===== config.mk =====
export PLATFORM = sky130hd
export DESIGN_NAME = serial_negator
export DESIGN_NICKNAME = d
export VERILOG_FILES = /design/src/rtl/serial_negator_pkg.sv /design/src/rtl/serial_negator_lane.sv /design/src/rtl/serial_negator.sv
export SDC_FILE = /design/constraint.sdc
export NUM_CORES = 1
export LEC_CHECK = 0
export ABC_CLOCK_PERIOD_IN_PS = 3400
export CORE_MARGIN = 4
export CORE_UTILIZATION = 58
export DETAILED_ROUTE_END_ITERATION = 7
export PLACE_DENSITY = 0.83
export SYNTH_ARGS = -nofsm -noshare
export SYNTH_HDL_FRONTEND = slang
export SYNTH_SLANG_ARGS = --single-unit

===== constraint.sdc =====
create_clock -name t_clk -period 3.4 [get_ports t_clk]
set_input_delay 0.51 -clock t_clk [delete_from_list [all_inputs] [get_ports t_clk]]
set_output_delay 0.51 -clock t_clk [all_outputs]
set_load 0.01 [all_outputs]

===== src/rtl/serial_negator_pkg.sv =====
// Shared types and result function for the bit-serial two's-complement lanes.
// Combinational helper only; no timing or flow control lives here.
package serial_negator_pkg;

    localparam int MAX_W = 64;

    typedef enum logic [1:0] {
        MODE_PASS = 2'b00,
        MODE_NEG  = 2'b01,
        MODE_ABS  = 2'b10,
        MODE_RSVD = 2'b11
    } mode_e;

    typedef enum logic {
        ST_IDLE    = 1'b0,
        ST_CAPTURE = 1'b1
    } state_e;

    // x must be zero above bit w-1; returns {ovf, y} with y in the low w bits.
    function automatic logic [MAX_W:0] neg_result(input logic [MAX_W-1:0] x,
                                                   input int              w,
                                                   input mode_e           mode);
        logic [MAX_W-1:0] mask;
        logic [MAX_W-1:0] min_neg;
        logic [MAX_W-1:0] neg;
        logic [MAX_W-1:0] y;
        logic             ovf;
        mask    = {MAX_W{1'b1}} >> (MAX_W - w);
        min_neg = MAX_W'(1) << (w - 1);
        neg     = (~x + MAX_W'(1)) & mask;
        y       = x;
        ovf     = 1'b0;
        case (mode)
            MODE_NEG: begin
                y   = neg;
                ovf = (x == min_neg);
            end
            MODE_ABS: begin
                if ((x & min_neg) != '0) begin
                    y = neg;
                end
                ovf = (x == min_neg);
            end
            default: begin
                y   = x;
                ovf = 1'b0;
            end
        endcase
        return {ovf, y};
    endfunction

endpackage


===== src/rtl/serial_negator_lane.sv =====
// One lane: capture shifter, pass/negate/abs compute, output shifter, parallel word + ovf.
// Result bit 0 registered on the completion edge; no backpressure, free-running output shift.
module serial_negator_lane
    import serial_negator_pkg::*;
#(
    parameter int WIDTH = 8
) (
    input  logic             t_clk,
    input  logic             rst_n,
    input  logic             din,
    input  logic             sample,
    input  logic             complete,
    input  mode_e            mode,
    output logic             dout,
    output logic [WIDTH-1:0] pword,
    output logic             ovf
);

    logic [WIDTH-2:0] cap_q, cap_d;
    logic [WIDTH-2:0] out_q, out_d;
    logic             dout_q, dout_d;
    logic [WIDTH-1:0] pword_q, pword_d;
    logic             ovf_q, ovf_d;

    logic [WIDTH-1:0] x;
    logic [MAX_W:0]   res;

    // The live din is the MSB of the word on the completing edge.
    assign x   = {din, cap_q};
    assign res = neg_result(MAX_W'(x), WIDTH, mode);

    generate
        if (WIDTH < MAX_W) begin : g_unused
            logic unused_res_bits;
            assign unused_res_bits = ^res[MAX_W-1:WIDTH];
        end
    endgenerate

    always_comb begin
        cap_d   = cap_q;
        out_d   = out_q >> 1;
        dout_d  = out_q[0];
        pword_d = pword_q;
        ovf_d   = ovf_q;
        if (sample) begin
            cap_d = x[WIDTH-1:1];
        end
        if (complete) begin
            out_d   = res[WIDTH-1:1];
            dout_d  = res[0];
            pword_d = res[WIDTH-1:0];
            ovf_d   = res[MAX_W];
        end
    end

    always_ff @(posedge t_clk or negedge rst_n) begin
        if (!rst_n) begin
            cap_q   <= '0;
            out_q   <= '0;
            dout_q  <= 1'b0;
            pword_q <= '0;
            ovf_q   <= 1'b0;
        end else begin
            cap_q   <= cap_d;
            out_q   <= out_d;
            dout_q  <= dout_d;
            pword_q <= pword_d;
            ovf_q   <= ovf_d;
        end
    end

    assign dout  = dout_q;
    assign pword = pword_q;
    assign ovf   = ovf_q;

endmodule


===== src/rtl/serial_negator.sv =====
// Multi-lane bit-serial pass/negate/abs unit framed by a shared start pulse.
// Result bit k emitted the cycle after input bit WIDTH-1+k is sampled; no backpressure.
module serial_negator
    import serial_negator_pkg::*;
#(
    parameter int WIDTH = 8,
    parameter int LANES = 1
) (
    input  logic                   t_clk,
    input  logic                   rst_n,
    input  logic                   start,
    input  logic [1:0]             mode,
    input  logic [LANES-1:0]       din,
    output logic [LANES-1:0]       dout,
    output logic                   dout_valid,
    output logic                   dout_first,
    output logic [LANES*WIDTH-1:0] pword,
    output logic                   pword_valid,
    output logic [LANES-1:0]       ovf,
    output logic                   frame_err,
    output logic                   busy
);

    localparam int CNT_W = $clog2(WIDTH);

    state_e           state_q, state_d;
    logic [CNT_W-1:0] cnt_q, cnt_d;
    mode_e            mode_q, mode_d;
    logic [CNT_W-1:0] emit_q, emit_d;
    logic             dout_valid_q, dout_valid_d;
    logic             dout_first_q, dout_first_d;
    logic             pword_valid_q, pword_valid_d;
    logic             frame_err_q, frame_err_d;

    logic sample;
    logic complete;

    always_comb begin
        state_d     = state_q;
        cnt_d       = cnt_q;
        mode_d      = mode_q;
        sample      = 1'b0;
        complete    = 1'b0;
        frame_err_d = 1'b0;
        case (state_q)
            ST_IDLE: begin
                if (start) begin
                    sample  = 1'b1;
                    mode_d  = mode_e'(mode);
                    cnt_d   = CNT_W'(1);
                    state_d = ST_CAPTURE;
                end
            end
            ST_CAPTURE: begin
                sample = 1'b1;
                if (start) begin
                    // Early restart: the current bit becomes bit 0 of a new word.
                    frame_err_d = 1'b1;
                    mode_d      = mode_e'(mode);
                    cnt_d       = CNT_W'(1);
                end else if (cnt_q == CNT_W'(WIDTH - 1)) begin
                    complete = 1'b1;
                    cnt_d    = '0;
                    state_d  = ST_IDLE;
                end else begin
                    cnt_d = cnt_q + CNT_W'(1);
                end
            end
            default: begin
                state_d = ST_IDLE;
            end
        endcase
    end

    // Completions are at least WIDTH cycles apart, so a reload never cuts an emission short.
    always_comb begin
        emit_d        = emit_q;
        dout_valid_d  = 1'b0;
        dout_first_d  = 1'b0;
        pword_valid_d = complete;
        if (complete) begin
            dout_valid_d = 1'b1;
            dout_first_d = 1'b1;
            emit_d       = CNT_W'(WIDTH - 1);
        end else if (emit_q != '0) begin
            dout_valid_d = 1'b1;
            emit_d       = emit_q - CNT_W'(1);
        end
    end

    always_ff @(posedge t_clk or negedge rst_n) begin
        if (!rst_n) begin
            state_q       <= ST_IDLE;
            cnt_q         <= '0;
            mode_q        <= MODE_PASS;
            emit_q        <= '0;
            dout_valid_q  <= 1'b0;
            dout_first_q  <= 1'b0;
            pword_valid_q <= 1'b0;
            frame_err_q   <= 1'b0;
        end else begin
            state_q       <= state_d;
            cnt_q         <= cnt_d;
            mode_q        <= mode_d;
            emit_q        <= emit_d;
            dout_valid_q  <= dout_valid_d;
            dout_first_q  <= dout_first_d;
            pword_valid_q <= pword_valid_d;
            frame_err_q   <= frame_err_d;
        end
    end

    generate
        for (genvar n = 0; n < LANES; n++) begin : g_lane
            serial_negator_lane #(
                .WIDTH (WIDTH)
            ) u_lane (
                .t_clk    (t_clk),
                .rst_n    (rst_n),
                .din      (din[n]),
                .sample   (sample),
                .complete (complete),
                .mode     (mode_q),
                .dout     (dout[n]),
                .pword    (pword[n*WIDTH +: WIDTH]),
                .ovf      (ovf[n])
            );
        end
    endgenerate

    assign dout_valid  = dout_valid_q;
    assign dout_first  = dout_first_q;
    assign pword_valid = pword_valid_q;
    assign frame_err   = frame_err_q;
    assign busy        = (state_q == ST_CAPTURE);

endmodule


==> metrics.md <==
| Metric | Value |
|---|---|
| Status | `finished clean` |
| Syn_nets | `176` |
| Nets | `198` |
| Final Critical Period | `2098 ps` |
| Placer Congestion | `0.8261` |
| Part of the cycle the worst path needs | `61.69%` |
| Post-synth EDFFs | `0` |
| Vias in the first global route | `1100` |
| Via count | `1278` |
| Critical Path RT | `3650 ps` |
| Port bufs | `20` |
| Hold Crit Depth | `1` |
| Via-to-Cell Ratio | `5.917` |
| CTS tree | `yes` |
| Worst setup slack after layout | `1302 ps` |
| Synthesis Warnings | `0` |
| Largest net degree at the start of global routing | `37` |
| CTS max path bufs | `2` |
| Routed len/inst | `14.83 um` |
| Total power | `1.275 mW` |
| Seq/Total Area, Yosys | `53.49%` |
| DRC viols | `0` |
| First-pass GRT wire length | `5064 um` |
| Commonest non-fill, non-tap cell in the layout | `dfrtp_1` |
| Area of the mapped netlist | `0.001684 sq mm` |
| DRT Pass-1 Iters | `4` |
| Reg2reg setup slack | `1300 ps` |
| Async SR Flop Fraction | `100.0%` |
| Netlist cell types | `41` |
| Reg2Reg Capture Point | `g_lane[0].u_lane.pword[7]` |
| Hpwl dp | `2398 um` |
| Proportion of layout cells with a drive suffix above 1 | `12.43%` |
| Clk_lat worst skew | `350 ps` |
| Grt total ovfl | `0` |
| FMAX | `476.7 MHz` |
| Final Skew | `8.345 ps` |
| Clock root cell | `clkbuf_4` |
| Leakage | `0.9271 nW` |
| Worst Hold Launch | `g_lane[0].u_lane.out_q[0]` |
| Synth Area per Inst | `10.40 sq um` |
| Top Ports | `21` |
| Synthesized instance count | `162` |
| FF-to-FF path depth | `7` |
| Post-CTS resize count | `0` |
| Final WL | `3204 um` |
| Data arrival time of the worst path | `2350 ps` |
| Initial Util | `61.07%` |
| Antenna violations before repair | `0` |
| Hold Path Sink | `g_lane[0].u_lane.dout` |
| Die width | `61.89 um` |
| Most frequent cells in the layout | `36 x dfrtp_1, 24 x nor2_1, 20 x clkdlybuf4s50_1` |
| Worst rel slew slack | `63.45%` |
| Row count | `19` |
| N_diodes | `0` |
| Core ar. | `0.002758 sq mm` |
| Worst setup EP type | `register` |
| Maxcap violations | `0` |
| 1st-iter DRT viols | `79` |
| R2r startpoint | `g_lane[0].u_lane.cap_q[1]` |
| Area grow syn2layout | `17.46%` |
| H-tree levels | `2` |
| Crit Path Max Fanout | `6` |
| Final Slew Violations | `0` |
| RSZ-0062 raised after global routing | `false` |
| Clock transition at path regs | `100 ps` |
| Yosys reg bits | `36` |
| Cts bufs inserted | `5` |
| Hold_ws | `464.3 ps` |
| # Post-CTS Setup Buffers | `0` |
| Worst Tran Pin Value | `548.2 ps` |
| GRT Total Usage | `19.00%` |
| Synth Flop Type | `dfrtp_1` |
| Setup_tns | `0 ps` |
| Clock Sinks | `36` |
| Pre-CTS setup slack | `1052 ps` |
| PD cells | `644.4 mW/mm^2` |
| Die ar. | `0.003830 sq mm` |
| Endpoints failing setup | `0` |
| HP Class | `register to register` |
| Post-DRT Antenna Nets | `0` |
| WS Path Type | `register to register` |
| Die Y | `61.89 um` |
| Endpoints failing hold | `0` |
| Setup crit start kind | `register` |
| Hold_buf cts | `0` |
| Peak supply drop | `0.0004940 V` |
-- power by group --
part           switching, mW  leakage (nW)  total, mW  internal (mW)
clock network          0.138        0.0422      0.292          0.154
registers             0.0626         0.446      0.591          0.529
logic                  0.183         0.439      0.392          0.209
-- registers in the layout, summed over array words and instances (netlist names) --
signal               count
g_lane.u_lane.cap_q      7
emit_q                   3
g_lane.u_lane.ovf        1
frame_err                1
dout_valid               1
cnt_q                    3
g_lane.u_lane.pword      8
dout_first               1
g_lane.u_lane.out_q      7
busy                     1
g_lane.u_lane.dout       1
mode_q                   2
-- metal layers --
metal	global-route usage [%]	wire length (um)
met5	0	0
met1	22.34	1337
met3	6.612	186
met2	31.24	1607
met4	8.788	73
-- final cells by class --
class / count / area (sq um)
Tap cell: 31 / 38.79
Fill cell: 213 / 779.5
Timing Repair Buffer: 22 / 215.2
Inverter: 13 / 48.80
Multi-Input combinational cell: 106 / 698.2
Clock inverter: 2 / 35.03
Clock buffer: 6 / 41.29
Sequential cell: 36 / 900.9
-- metrics by stage --
stage	instance area (sq um)	util, %	std cells
finish	1978	71.73	216
global route	1978	71.73	216
CTS	1978	71.73	216
detailed placement	1902	68.97	208
global placement	1902	68.97	208
floorplan	1684	-	162
-- worst max-delay path by stage --
stage,start,to,cells after the start
floorplan,g_lane[0].u_lane.cap_q[1],g_lane[0].u_lane.pword[7],7
global placement,start,emit_q[2],5
detailed placement,start,emit_q[2],5
CTS,g_lane[0].u_lane.cap_q[1],g_lane[0].u_lane.pword[7],7
global route,g_lane[0].u_lane.cap_q[1],g_lane[0].u_lane.pword[7],7
finish,g_lane[0].u_lane.cap_q[1],g_lane[0].u_lane.pword[7],7
-- cells in the mapped netlist (2+ instances only) --
cell type | instances | area share, %
o21ai_0 | 8 | 2.4
o211ai_1 | 3 | 1.3
clkbuf_1 | 3 | 0.67
o21a_1 | 2 | 0.89
mux2i_1 | 2 | 1.2
buf_4 | 2 | 0.89
nor4_1 | 2 | 0.74
a31oi_1 | 2 | 0.74
mux2_2 | 5 | 3.3
ha_1 | 8 | 5.9
nor3_1 | 3 | 0.89
or2_2 | 2 | 0.74
nor2_1 | 24 | 5.3
inv_1 | 12 | 2.7
buf_2 | 2 | 0.59
a221oi_1 | 2 | 1.0
nand2_1 | 11 | 2.5
dfrtp_1 | 36 | 53
a21o_1 | 6 | 2.7
o21ai_1 | 2 | 0.59
a211oi_1 | 3 | 1.3
a21oi_1 | 3 | 0.89
-- worst max-delay path: stages (launching register included) --
cell,delay (ps)
dfrtp_1,450
or4_4,590
nor4_1,190
ha_1,160
inv_1,30
a221oi_1,310
nor3_1,110
a21o_1,180
-- cell families after synthesis --
kind of cell | after synthesis | synth area share (%)
AOI/OAI and AO/OA | 37 | 15.08
xor gates and xnor gates | 1 | 0.5202
DFF | 36 | 53.49
adders and majority gates | 8 | 5.944
muxes | 7 | 4.532
and+or+nand+nor | 53 | 15.38
buffers and inverters | 20 | 5.051
Power figures use the tool's default switching activity.
==> variant (config.mk and constraints unchanged) <==
Add an input register stage for `start`, `mode` and `din`, with the module's reset; this delays them by one clock.
--- a/src/rtl/serial_negator.sv
+++ b/src/rtl/serial_negator.sv
@@ -25,2 +25,18 @@
 
+    logic start_q;
+    logic [1:0] mode_r;
+    logic [LANES-1:0] din_q;
+
+    always_ff @(posedge t_clk or negedge rst_n) begin
+        if (!rst_n) begin
+            start_q <= '0;
+            mode_r  <= '0;
+            din_q   <= '0;
+        end else begin
+            start_q <= start;
+            mode_r  <= mode;
+            din_q   <= din;
+        end
+    end
+
     state_e           state_q, state_d;
@@ -46,5 +62,5 @@
             ST_IDLE: begin
-                if (start) begin
+                if (start_q) begin
                     sample  = 1'b1;
-                    mode_d  = mode_e'(mode);
+                    mode_d  = mode_e'(mode_r);
                     cnt_d   = CNT_W'(1);
@@ -55,6 +71,6 @@
                 sample = 1'b1;
-                if (start) begin
+                if (start_q) begin
                     // Early restart: the current bit becomes bit 0 of a new word.
                     frame_err_d = 1'b1;
-                    mode_d      = mode_e'(mode);
+                    mode_d      = mode_e'(mode_r);
                     cnt_d       = CNT_W'(1);
@@ -119,3 +135,3 @@
                 .rst_n    (rst_n),
-                .din      (din[n]),
+                .din      (din_q[n]),
                 .sample   (sample),
Check against the original RTL: not equivalent (a bounded check fails within 4 cycles, from zero or initial values and one cycle with rst_n low).
==> variant against the original RTL <==
  * Sequential power increased by 8.0%
  * Setup slack gained 0.019 ns
  * Clock power shrank 20%
  * Area after synthesis rose by 5.9%
  * Sequential cell count rose by 4
  * Wire length fell by 1.8%
  * Utilization hardly changed
  * Via count decreased by 0.31%
  * Power is 2.2% lower
  * Final area is 3.4% higher
  * Critical path type unchanged
  * Largest power group unchanged
  * Highest routed layer unchanged
==> variant: results (changes against the original RTL) <==
- Net total in the final layout: 201 (+1.5%)
- Bufs on Longest Clock Path: 2 (unchanged)
- Number of warnings reported in the yosys synthesis log: 0 (unchanged)
- Average wire per cell in the routed design: 14.4 um (-3.1%)
- Worst IR Drop VDD: 0.291 mV (-41%)
- Count of different cell masters after synthesis: 41 (unchanged)
- Number of iterations in the first detailed-routing pass: 4 (unchanged)
- Sink count of the clock tree: 40 (+11%)
- Sequential area share after synthesis: 56.1% (+2.6 points)
- Post-Synthesis Net Count: 180 (+2.3%)
- Overall track demand over capacity in global routing: 17.3% (-1.7 points)
- Initial antenna violation count: 0 (unchanged)
- Beginning of the critical path: g_lane[0].u_lane.cap_q[1]
- Crit path to: g_lane[0].u_lane.pword[7]
- Flip-flop count of the largest register after layout: 8 (unchanged)
- Final estimated routing congestion in global placement: 0.846 (+2.3%)
- Leak Pwr: 0.968 nW (+4.4%)
- Slack of the worst reg-to-reg path: 1.32 ns (+0.02 ns)
- Headroom to the max-slew limit: 44.0% (-19 points)
- Post-CTS Setup Repair Bufs: 0 (unchanged)
- Met1 track demand over resource: 20.8% (-1.5 points)
- Clock Skews: 0.00805 ns (-0.000294 ns)
- Number of filler cells placed in the layout: 213 (unchanged)
- Ant. Diodes: 0 (unchanged)
- Placed wire-length estimate after detailed placement: 2280 um (-5.1%)
- Hold crit path type: input port to asynchronous set/reset pin
- Top cell types by occurrence after synthesis: sky130_fd_sc_hd__dfrtp_1 (40), sky130_fd_sc_hd__nor2_1 (24), sky130_fd_sc_hd__inv_1 (12)
- Critical Path Fanout Max: 6 (unchanged)
- Met3 Usage GRT: 5.15% (-1.5 points)
- Global-route wire length before repair: 5440 um (+7.4%)
- Worst r2r path cells: 7 (unchanged)
- Async set-or-reset flop fraction in the synthesized netlist: 100% (unchanged)
- Number of levels in the clock H-tree: 2 (unchanged)
- Buffers added on ports: 20 (unchanged)
- Result of the run: finished clean
- Cell at the root of the clock tree: sky130_fd_sc_hd__clkbuf_4
- Met2 Usage GRT: 28.3% (-2.9 points)
- Arrival time at the worst endpoint: 2.32 ns (-0.03 ns)
- Detailed-route via count: 1274 (-0.31%)
- Number of buffers added by the clock tree synthesis step: 5 (unchanged)
- Reg clk slew, reported paths: 0.12 ns (+0.02 ns)
- Fraction of final layout cells with drive strength greater than 1: 12.8% (+0.33 points)
- Number of global-route vias before repair: 1210 (+10%)
- DR iter-0 viols: 102 (+29%)
- PostCTS Resize Cnt: 0 (unchanged)
- Cell types with the largest area share after synthesis: sky130_fd_sc_hd__dfrtp_1 (56%), sky130_fd_sc_hd__ha_1 (5.6%), sky130_fd_sc_hd__nor2_1 (5.0%)
- Final total negative setup slack: 0 ns (unchanged)
- Maximum number of pins on one net before global-route repair: 41 (+11%)
- Switching part of the total: 31.4% (+1.4 points)
- Commonest register cell after synthesis: sky130_fd_sc_hd__dfrtp_1
- Clock latency reported for the late side of the worst-skew pair: 0.35 ns (about the same)
[variant: cell types whose count changed after synthesis, sizes merged]
cell,delta
dfrtp,+4
[variant: critical path: stages (launching register included)]
cell                       delay, ns
sky130_fd_sc_hd__dfrtp_1        0.44
sky130_fd_sc_hd__or4_4          0.57
sky130_fd_sc_hd__nor4_1         0.22
sky130_fd_sc_hd__ha_1           0.17
sky130_fd_sc_hd__inv_1          0.04
sky130_fd_sc_hd__a221oi_1       0.28
sky130_fd_sc_hd__nor3_1         0.10
sky130_fd_sc_hd__a21o_1         0.16
[variant: per-layer routing]
metal / wire length, um / vias up
met2: 1530 / 30
met4: 70 / 0
met3: 133 / 10
met1: 1410 / 624
li1: - / 610
met5: 0 / -
[variant: cell families (layout without fill, tap and decap cells)]
| kind of cell | after synthesis | after routing | share of synthesized area (%) |
|---|---|---|---|
| AOI/OAI and AO/OA | 37 | 37 | 14.2 |
| xor gates and xnor gates | 1 | 1 | 0.491 |
| adders and majority gates | 8 | 8 | 5.61 |
| buffers and inverters | 20 | 42 | 4.77 |
| DFF | 40 | 40 | 56.1 |
| muxes | 7 | 7 | 4.28 |
| and+or+nand+nor | 53 | 53 | 14.5 |
[variant: power groups by stage]
stage	sequential [mW]	clock, mW	combinational, mW
floorplan	0.662	0	0.194
global placement	0.642	0	0.361
detailed placement	0.649	0	0.377
CTS	0.639	0.240	0.379
global route	0.652	0.274	0.414
finish	0.638	0.234	0.374
[variant: stage by stage]
step | std cells | instance area, um^2 | total power [mW] | setup WS (ns)
global placement | 211 | 1990 | 1.00 | 1.42
detailed placement | 211 | 1990 | 1.03 | 1.34
finish | 219 | 2050 | 1.25 | 1.32
global route | 219 | 2050 | 1.34 | 1.27
floorplan | 166 | 1780 | 0.855 | 1.50
CTS | 219 | 2050 | 1.26 | 1.34
[variant: worst min path at each step]
stage                                          from                         to  slack, ns  cells past startpoint
final                                         rst_n  g_lane[0].u_lane.out_q[5]       0.26                      1
after global routing                          rst_n  g_lane[0].u_lane.pword[5]       0.31                      1
after CTS                                     rst_n  g_lane[0].u_lane.pword[4]       0.28                      1
after detailed placement  g_lane[0].u_lane.out_q[0]      g_lane[0].u_lane.dout       0.44                      1
after global placement    g_lane[0].u_lane.out_q[4]  g_lane[0].u_lane.out_q[3]       0.44                      1
after floorplan                               rst_n                       busy       0.21                      0
[variant: cell type report]
cell class / count / area (um^2) / area share, %
repair buffers: 21 / 203 / 9.91
inverters: 13 / 48.8 / 2.39
clock buffers: 5 / 37.5 / 1.83
flip-flops and latches: 40 / 1000 / 48.9
well taps: 31 / 38.8 / 1.90
clock inverters: 3 / 18.8 / 0.917
multi-input cells: 106 / 698 / 34.1
